[src/rtl/uart_pkg.sv]
// Shared types and constants for the FIFO-fed UART transmitter.
package uart_pkg;

  typedef enum logic [1:0] {
    IDLE,
    START,
    DATA,
    STOP
  } state_t;

  localparam int unsigned OVERSAMPLE = 16;

endpackage

[src/rtl/baud_gen.sv]
// Programmable baud tick generator: one s_tick every dvsr+1 clocks, held cleared by clr.
module baud_gen #(
  parameter int DVSR_WIDTH = 11
) (
  input  logic                  clk,
  input  logic                  reset,
  input  logic                  clr,
  input  logic [DVSR_WIDTH-1:0] dvsr,
  output logic                  s_tick
);

  logic [DVSR_WIDTH-1:0] cnt;

  always_ff @(posedge clk) begin
    if (reset || clr) begin
      cnt <= '0;
    end else if (cnt == dvsr) begin
      cnt <= '0;
    end else begin
      cnt <= cnt + 1'b1;
    end
  end

  // Suppressed while cleared so the first tick lands dvsr+1 clocks into the frame.
  assign s_tick = ~clr & (cnt == dvsr);

endmodule

[src/rtl/fifo_uart_tx.sv]
// Pops bytes from a FIFO read port and sends each as an LSB-first 8N1-style UART frame.
module fifo_uart_tx
  import uart_pkg::*;
#(
  parameter int DATA_WIDTH = 8,
  parameter int SB_TICK    = 16,
  parameter int DVSR_WIDTH = 11
) (
  input  logic                  clk,
  input  logic                  reset,
  input  logic [DVSR_WIDTH-1:0] dvsr,
  input  logic                  tx_en,
  input  logic                  empty,
  input  logic [DATA_WIDTH-1:0] r_data,
  output logic                  rd,
  output logic                  tx,
  output logic                  tx_busy,
  output logic                  tx_done_tick
);

  localparam int SW = (SB_TICK > 1) ? $clog2(SB_TICK) : 1;
  localparam int NW = (DATA_WIDTH > 1) ? $clog2(DATA_WIDTH) : 1;

  localparam logic [3:0]    S_LAST  = 4'(OVERSAMPLE - 1);
  localparam logic [SW-1:0] SB_LAST = SW'(SB_TICK - 1);
  localparam logic [NW-1:0] N_LAST  = NW'(DATA_WIDTH - 1);

  state_t                state;
  logic [3:0]            s_reg;
  logic [SW-1:0]         sb_reg;
  logic [NW-1:0]         n_reg;
  logic [DATA_WIDTH-1:0] b_reg;
  logic                  tx_reg;
  logic                  s_tick;

  baud_gen #(
    .DVSR_WIDTH(DVSR_WIDTH)
  ) u_baud_gen (
    .clk   (clk),
    .reset (reset),
    .clr   (state == IDLE),
    .dvsr  (dvsr),
    .s_tick(s_tick)
  );

  assign rd = (state == IDLE) & tx_en & ~empty & ~reset;

  always_ff @(posedge clk) begin
    if (reset) begin
      state  <= IDLE;
      s_reg  <= '0;
      sb_reg <= '0;
      n_reg  <= '0;
      b_reg  <= '0;
      tx_reg <= 1'b1;
    end else begin
      case (state)
        IDLE: begin
          if (rd) begin
            state  <= START;
            b_reg  <= r_data;
            s_reg  <= '0;
            tx_reg <= 1'b0;
          end
        end
        START: begin
          if (s_tick) begin
            if (s_reg == S_LAST) begin
              state  <= DATA;
              s_reg  <= '0;
              n_reg  <= '0;
              tx_reg <= b_reg[0];
            end else begin
              s_reg <= s_reg + 1'b1;
            end
          end
        end
        DATA: begin
          if (s_tick) begin
            if (s_reg == S_LAST) begin
              s_reg <= '0;
              b_reg <= b_reg >> 1;
              // tx is registered, so it is loaded with the next bit one shift ahead.
              if (n_reg == N_LAST) begin
                state  <= STOP;
                sb_reg <= '0;
                tx_reg <= 1'b1;
              end else begin
                n_reg  <= n_reg + 1'b1;
                tx_reg <= b_reg[1];
              end
            end else begin
              s_reg <= s_reg + 1'b1;
            end
          end
        end
        STOP: begin
          if (s_tick) begin
            if (sb_reg == SB_LAST) begin
              state <= IDLE;
            end else begin
              sb_reg <= sb_reg + 1'b1;
            end
          end
        end
        default: state <= IDLE;
      endcase
    end
  end

  assign tx           = tx_reg;
  assign tx_busy      = (state != IDLE);
  assign tx_done_tick = (state == STOP) & s_tick & (sb_reg == SB_LAST) & ~reset;

endmodule

[config.mk]
export PLATFORM = sky130hd
export DESIGN_NAME = fifo_uart_tx
export DESIGN_NICKNAME = d
export VERILOG_FILES = /design/src/rtl/uart_pkg.sv /design/src/rtl/baud_gen.sv /design/src/rtl/fifo_uart_tx.sv
export SDC_FILE = /design/constraint.sdc
export NUM_CORES = 1
export LEC_CHECK = 0
export ABC_AREA = 1
export CORE_MARGIN = 2
export CORE_UTILIZATION = 30
export CTS_CLUSTER_DIAMETER = 100
export DETAILED_ROUTE_END_ITERATION = 7
export MAX_ROUTING_LAYER = met4
export SLEW_MARGIN = 30
export SYNTH_ARGS = -nofsm -noshare
export SYNTH_HDL_FRONTEND = slang
export SYNTH_SLANG_ARGS = --single-unit
[constraint.sdc]
create_clock -name clk -period 4.39 [get_ports clk]
set_input_delay 1.0975 -clock clk [delete_from_list [all_inputs] [get_ports clk]]
set_output_delay 1.0975 -clock clk [all_outputs]
set_load 0.01 [all_outputs]
==> results of run 1 <==
## final cells by class
| cell class | instances | area share |
|---|---|---|
| well taps | 80 | 0.0409 |
| clock buffers | 8 | 0.0327 |
| flip-flops and latches | 33 | 0.270 |
| repair buffers | 28 | 0.112 |
| multi-input cells | 223 | 0.474 |
| inverters | 46 | 0.0705 |
## worst register-to-register path: cells and delay by family (launching register included)
| family | cells | cell delay (ns) |
|---|---|---|
| flip-flops | 1 | 0.35 |
| AO/OA/AOI/OAI | 1 | 0.44 |
| adder cells (fa/ha/maj) | 1 | 0.48 |
| buffers and inverters | 2 | 0.46 |
| AND/OR/NAND/NOR | 3 | 0.44 |
## cells in the mapped netlist
cell type,number,area share
buf_2,1,0.0024
buf_6,1,0.0055
xnor2_1,4,0.017
xor2_1,3,0.013
nand3_4,1,0.0086
o21ai_0,9,0.022
inv_1,41,0.075
ha_1,10,0.061
a211oi_1,1,0.0037
clkbuf_1,2,0.0037
nor4_2,1,0.0061
nand3_1,17,0.042
a211oi_2,1,0.0061
and3_1,1,0.0031
inv_2,5,0.0092
nor3_1,7,0.017
nand2_4,2,0.011
or2_2,3,0.0092
nand4_4,1,0.010
a21boi_0,1,0.0037
a21oi_1,18,0.044
nand2_2,5,0.015
nand2_1,88,0.16
nor3b_1,3,0.011
nand4_1,5,0.015
nor2_1,36,0.066
o21a_1,1,0.0037
o21ai_2,1,0.0043
nor4_1,1,0.0031
clkbuf_8,2,0.013
dfxtp_1,33,0.32
nor2_2,3,0.0092
## final timing paths
check,cells past startpoint,slack [ns],start,end
worst min-delay path,2,0.48,n_reg[1],n_reg[1]
worst min register to register,2,0.48,n_reg[1],n_reg[1]
worst max register to register,7,2.12,state[0],b_reg[1]
worst max-delay path,8,0.31,dvsr[4],tx_done_tick
## cells by family after synthesis
group,share of synthesized area
buffers and inverters,0.110
AND/OR/NAND/NOR,0.389
XOR/XNOR,0.0300
flip-flops,0.323
AO/OA/AOI/OAI,0.0875
adder cells (fa/ha/maj),0.0612
## placed cells by master (no fill, tap or decap), drive strengths merged
cell,n
a211oi,2
a21boi,1
a21oi,18
and3,1
buf,2
clkbuf,8
clkdlybuf4s50,26
dfxtp,33
ha,10
inv,46
nand2,95
nand3,18
nand4,6
nor2,39
nor3,7
nor3b,3
nor4,2
o21a,1
o21ai,10
or2,3
xnor2,4
xor2,3
## per-layer routing
layer,vias up,share of wire,global-route usage
met3,5,0.052,0.0305
met1,815,0.51,0.162
met2,44,0.43,0.178
li1,1022,-,-
met5,-,0,-
met4,0,0.011,0.0455
## metrics by stage
step | worst slack, ns | hold WS (ns) | cell area, um2 | std cells
2_1_floorplan | 1.37 | 0.441 | 2040 | 308
3_3_place_gp | 0.270 | 0.458 | 2370 | 410
5_1_grt | 0.139 | 0.510 | 2450 | 418
3_5_place_dp | 0.294 | 0.462 | 2370 | 410
6_report | 0.309 | 0.477 | 2450 | 418
4_1_cts | 0.269 | 0.473 | 2450 | 418
## power by group
| group | switching, W | internal [W] |
|---|---|---|
| Combinational | 0.000412 | 0.000224 |
| Sequential | 0.0000327 | 0.000358 |
| Clock | 0.000107 | 0.000113 |
| Total | 0.000552 | 0.000695 |
==> results.sh, run 1 <==
export IMPL_cts_resized_gates=0
export IMPL_fin_total_pwr_w=0.00125
export IMPL_antennaDiodeCount=0
export IMPL_path_buf_inv=2
export IMPL_gp_congestion=0.883
export IMPL_nNetsFinal=370
export IMPL_seq_area_frac_synth=0.323
export IMPL_fin_tns_setup_ns=0
export IMPL_nFillCells=691
export IMPL_wl_per_cell_um=10.2
export IMPL_p_leak_nw=1.10
export IMPL_setup_viol=0
export IMPL_grt_max_degree=17
export IMPL_cp_start_kind="input port"
export IMPL_dp_hpwl_um=3080
export IMPL_totalWireLength_um=4250
export IMPL_cts_buffers=5
export IMPL_grt_overflow=0
export IMPL_synthCells=308
export IMPL_drt_iter0_drc=102
export IMPL_slowest_delay_ns=0.60
export IMPL_regArea_um2=661
export IMPL_ctsHoldBuffers=0
export IMPL_ys_ff_latch=33
export IMPL_critPathSlowestCell="clkdlybuf4s50_1"
export IMPL_tritoncts="built"
export IMPL_core_area_um2=6680
export IMPL_status="complete, no violations"
export IMPL_synth_warnings=0
export IMPL_portBuffers=26
export IMPL_cts_root_buffer="clkbuf_8"
export IMPL_die_h_um=86.6
export IMPL_dr_total_vias=1886
export IMPL_htree_levels=2
export IMPL_clk_pin_slew_ns=0.07
export IMPL_cp_top_family="buffers and inverters"
export IMPL_worst_slew_pin_slew_ns=0.500
export IMPL_finalCriticalPeriod_ns=4.08
export IMPL_rows=30
export IMPL_crit_fanout=2
export IMPL_vdd_drop_max_mv=0.225
export IMPL_die_area_um2=7490
export IMPL_antenna_found_initial=0
export IMPL_finalHoldViolations=0
export IMPL_pin_count=27
export IMPL_cp_end_kind="output port"
export IMPL_final_core_utilization=0.366
export IMPL_track_usage=0.121
export IMPL_fin_worst_skew_ns=0.00728
export IMPL_slew_violations=0
export IMPL_powerDensity_nw_per_um2=509
export IMPL_ys_types=32
export IMPL_syn_to_final_growth_pct=19.8
export IMPL_drc_errors=0
export IMPL_avgSynthCellArea_um2=6.64
export IMPL_cap_violations=0
export IMPL_rsz0062_at_grt="false"
export IMPL_clk_path_buf_depth=2
export IMPL_synth_fp_nets=341
export IMPL_avgViaCountPerCell=4.51
export IMPL_multi_input_area_um2=1160
export IMPL_grt_pass1_wl_um=7070
export IMPL_clock_latency_ns=0.28
export IMPL_cp_data_arrival_time_ns=2.98
export IMPL_die_w_um=86.6
export IMPL_fmax_mhz=245
export IMPL_path_cells="clkdlybuf4s50_1 -> nand2_1 -> nand2_4 -> nand2_1 -> nor2_2 -> nand3_1 -> nor4_1 -> clkdlybuf4s50_1"
export IMPL_start_util=0.306
export IMPL_grt_pass1_vias=1651
export IMPL_synth_area_um2=2040
export IMPL_largest_reg_flops=11
export IMPL_critical_path_required_ns=3.29
export IMPL_ant_nets=0
export IMPL_crit_type="in2out"
export IMPL_max_slew_margin_rel=0.667
export IMPL_fin_crit_sh=0.930
export IMPL_cts_sinks=33
export IMPL_dr_pass1_iters=4
export IMPL_cts_setup_buffers=0
export IMPL_drive_gt1_frac=0.0888
export IMPL_hold_class="reg2reg"
Note: power is estimated with default switching activity, not from simulation.
==> inputs of run 2 (changes only) <==
- ABC_AREA: 1 -> 0
- CTS_BUF_LIST: unset -> sky130_fd_sc_hd__clkbuf_16
- DONT_BUFFER_PORTS: unset -> 1
==> results.sh, run 2 <==
export IMPL_vdd_drop_max_mv=0.211
export IMPL_ctsHoldBuffers=0
export IMPL_syn_to_final_growth_pct=11.0
export IMPL_antennaDiodeCount=0
export IMPL_finalHoldViolations=0
export IMPL_max_slew_margin_rel=0.413
export IMPL_path_cells="xnor2_1 -> nand4_1 -> or4_1 -> nor4_1"
export IMPL_cts_root_buffer="clkbuf_16"
export IMPL_htree_levels=2
export IMPL_core_area_um2=6030
export IMPL_antenna_found_initial=0
export IMPL_start_util=0.315
export IMPL_cp_end_kind="output port"
export IMPL_cap_violations=0
export IMPL_die_w_um=83.5
export IMPL_track_usage=0.122
export IMPL_ys_ff_latch=33
export IMPL_pin_count=27
export IMPL_yosys_area_top_type="dfxtp_1"
export IMPL_final_core_utilization=0.350
export IMPL_clk_path_buf_depth=2
export IMPL_synthTopCellsByArea="dfxtp_1 35%, xnor2_1 7.4%, ha_1 6.6%"
export IMPL_cts_setup_buffers=0
export IMPL_synth_warnings=0
export IMPL_tritoncts="built"
export IMPL_synth_area_um2=1900
export IMPL_slew_violations=0
export IMPL_synth_edff_count=0
export IMPL_cts_buffers=5
export IMPL_slowest_delay_ns=0.60
export IMPL_nNetsFinal=257
export IMPL_cts_sinks=33
export IMPL_avgViaCountPerCell=5.13
export IMPL_critical_path_required_ns=3.29
export IMPL_seq_area_frac_synth=0.348
export IMPL_hold_worst_slack_ns=0.470
export IMPL_synthTopCellsByCount="33 x dfxtp_1, 19 x nor2_1, 16 x xnor2_1, 15 x o21ai_0, 12 x nand2_1"
export IMPL_finalCriticalPeriod_ns=3.73
export IMPL_cts_resized_gates=0
export IMPL_drc_errors=0
export IMPL_clock_latency_ns=0.27
export IMPL_synth_fp_nets=259
export IMPL_final_common_cell="dfxtp_1"
export IMPL_ys_types=43
export IMPL_setup_viol=0
export IMPL_crit_fanout=4
export IMPL_fin_total_pwr_w=0.000851
export IMPL_fin_crit_sh=0.849
export IMPL_dr_pass1_iters=4
export IMPL_wl_per_cell_um=13.3
export IMPL_gp_congestion=0.800
export IMPL_grt_pass1_vias=1464
export IMPL_drive_gt1_frac=0.0625
export IMPL_rows=28
export IMPL_cp_data_arrival_time_ns=2.63
export IMPL_hold_class="reg2reg"
export IMPL_status="complete, no violations"
export IMPL_worst_slew_pin_slew_ns=0.877
export IMPL_dr_total_vias=1533
export IMPL_ant_nets=0
export IMPL_layout_common_cells="33 x dfxtp_1, 19 x nor2_1, 16 x xnor2_1"
export IMPL_clk_pin_slew_ns=0.05
export IMPL_avgSynthCellArea_um2=8.40
export IMPL_async_reset_ff_frac=0
export IMPL_drt_iter0_drc=94
export IMPL_grt_max_degree=31
export IMPL_cp_start_kind="input port"
export IMPL_synth_ff_type="dfxtp_1"
export IMPL_crit_type="in2out"
export IMPL_largest_reg_flops=11
export IMPL_dp_hpwl_um=2920
export IMPL_p_leak_nw=0.693
export IMPL_fmax_mhz=268
export IMPL_critPathSlowestCell="or4_1"
export IMPL_grt_overflow=0
export IMPL_die_h_um=83.5
export IMPL_die_area_um2=6980
export IMPL_portBuffers=0
export IMPL_totalWireLength_um=3990
export IMPL_yosys_area_top_type_share=0.348
export IMPL_synthCells=226
export IMPL_powerDensity_nw_per_um2=404
export IMPL_rsz0062_at_grt="false"
export IMPL_grt_pass1_wl_um=6840
export IMPL_synth_most_common_cell="dfxtp_1"
export IMPL_fin_tns_setup_ns=0
export IMPL_fin_worst_skew_ns=0.00287
## run 2: through the flow
step	cells	worst slack [ns]	instance area, um2
6_report	299	0.662	2110
4_1_cts	299	0.662	2110
2_1_floorplan	226	0.824	1900
3_5_place_dp	292	0.666	1970
5_1_grt	299	0.568	2110
3_3_place_gp	292	0.690	1970
## run 2: path summary, 6_finish.rpt
check / depth (start not counted) / end / slack, ns / from
max reg2reg: 7 / b_reg[2] / 1.66 / state[0]
max: 4 / tx_done_tick / 0.66 / dvsr[3]
min: 2 / n_reg[1] / 0.47 / n_reg[1]
min reg2reg: 2 / n_reg[1] / 0.47 / n_reg[1]
## run 2: critical path, delay by kind of cell
kind             cells  cell delay (ns)
XOR/XNOR             1             0.12
AND/OR/NAND/NOR      3             1.41
## run 2: logic make-up (layout without fill, tap and decap cells)
logic type	after synthesis	count (layout)	share of synthesized area
AND/OR/NAND/NOR	83	83	0.233
AO/OA/AOI/OAI	47	47	0.163
flip-flops	33	33	0.348
buffers and inverters	24	22	0.0501
XOR/XNOR	20	20	0.0923
adder cells (fa/ha/maj)	10	10	0.0659
multiplexers	9	9	0.0475
## run 2: area by class of cell
cell class              instances  area [um2]
fillers                       640        3920
multi-input cells             169        1150
flip-flops and latches         33         661
clock buffers                   5         125
well taps                      75        93.8
inverters                      11        41.3
repair buffers                  4        30.0
clock inverters                 2        7.51
## run 2: routing by layer
layer  part of all wire  GRT usage
met2               0.44      0.183
met3              0.050     0.0376
met1               0.50      0.159
met4              0.011     0.0352
met5                  0          -
## run 2: power breakdown
group	internal, W	total [W]	switching [W]
sequential	0.000321	0.000339	0.0000178
clock	0.000202	0.000318	0.000116
combinational	0.0000766	0.000194	0.000117
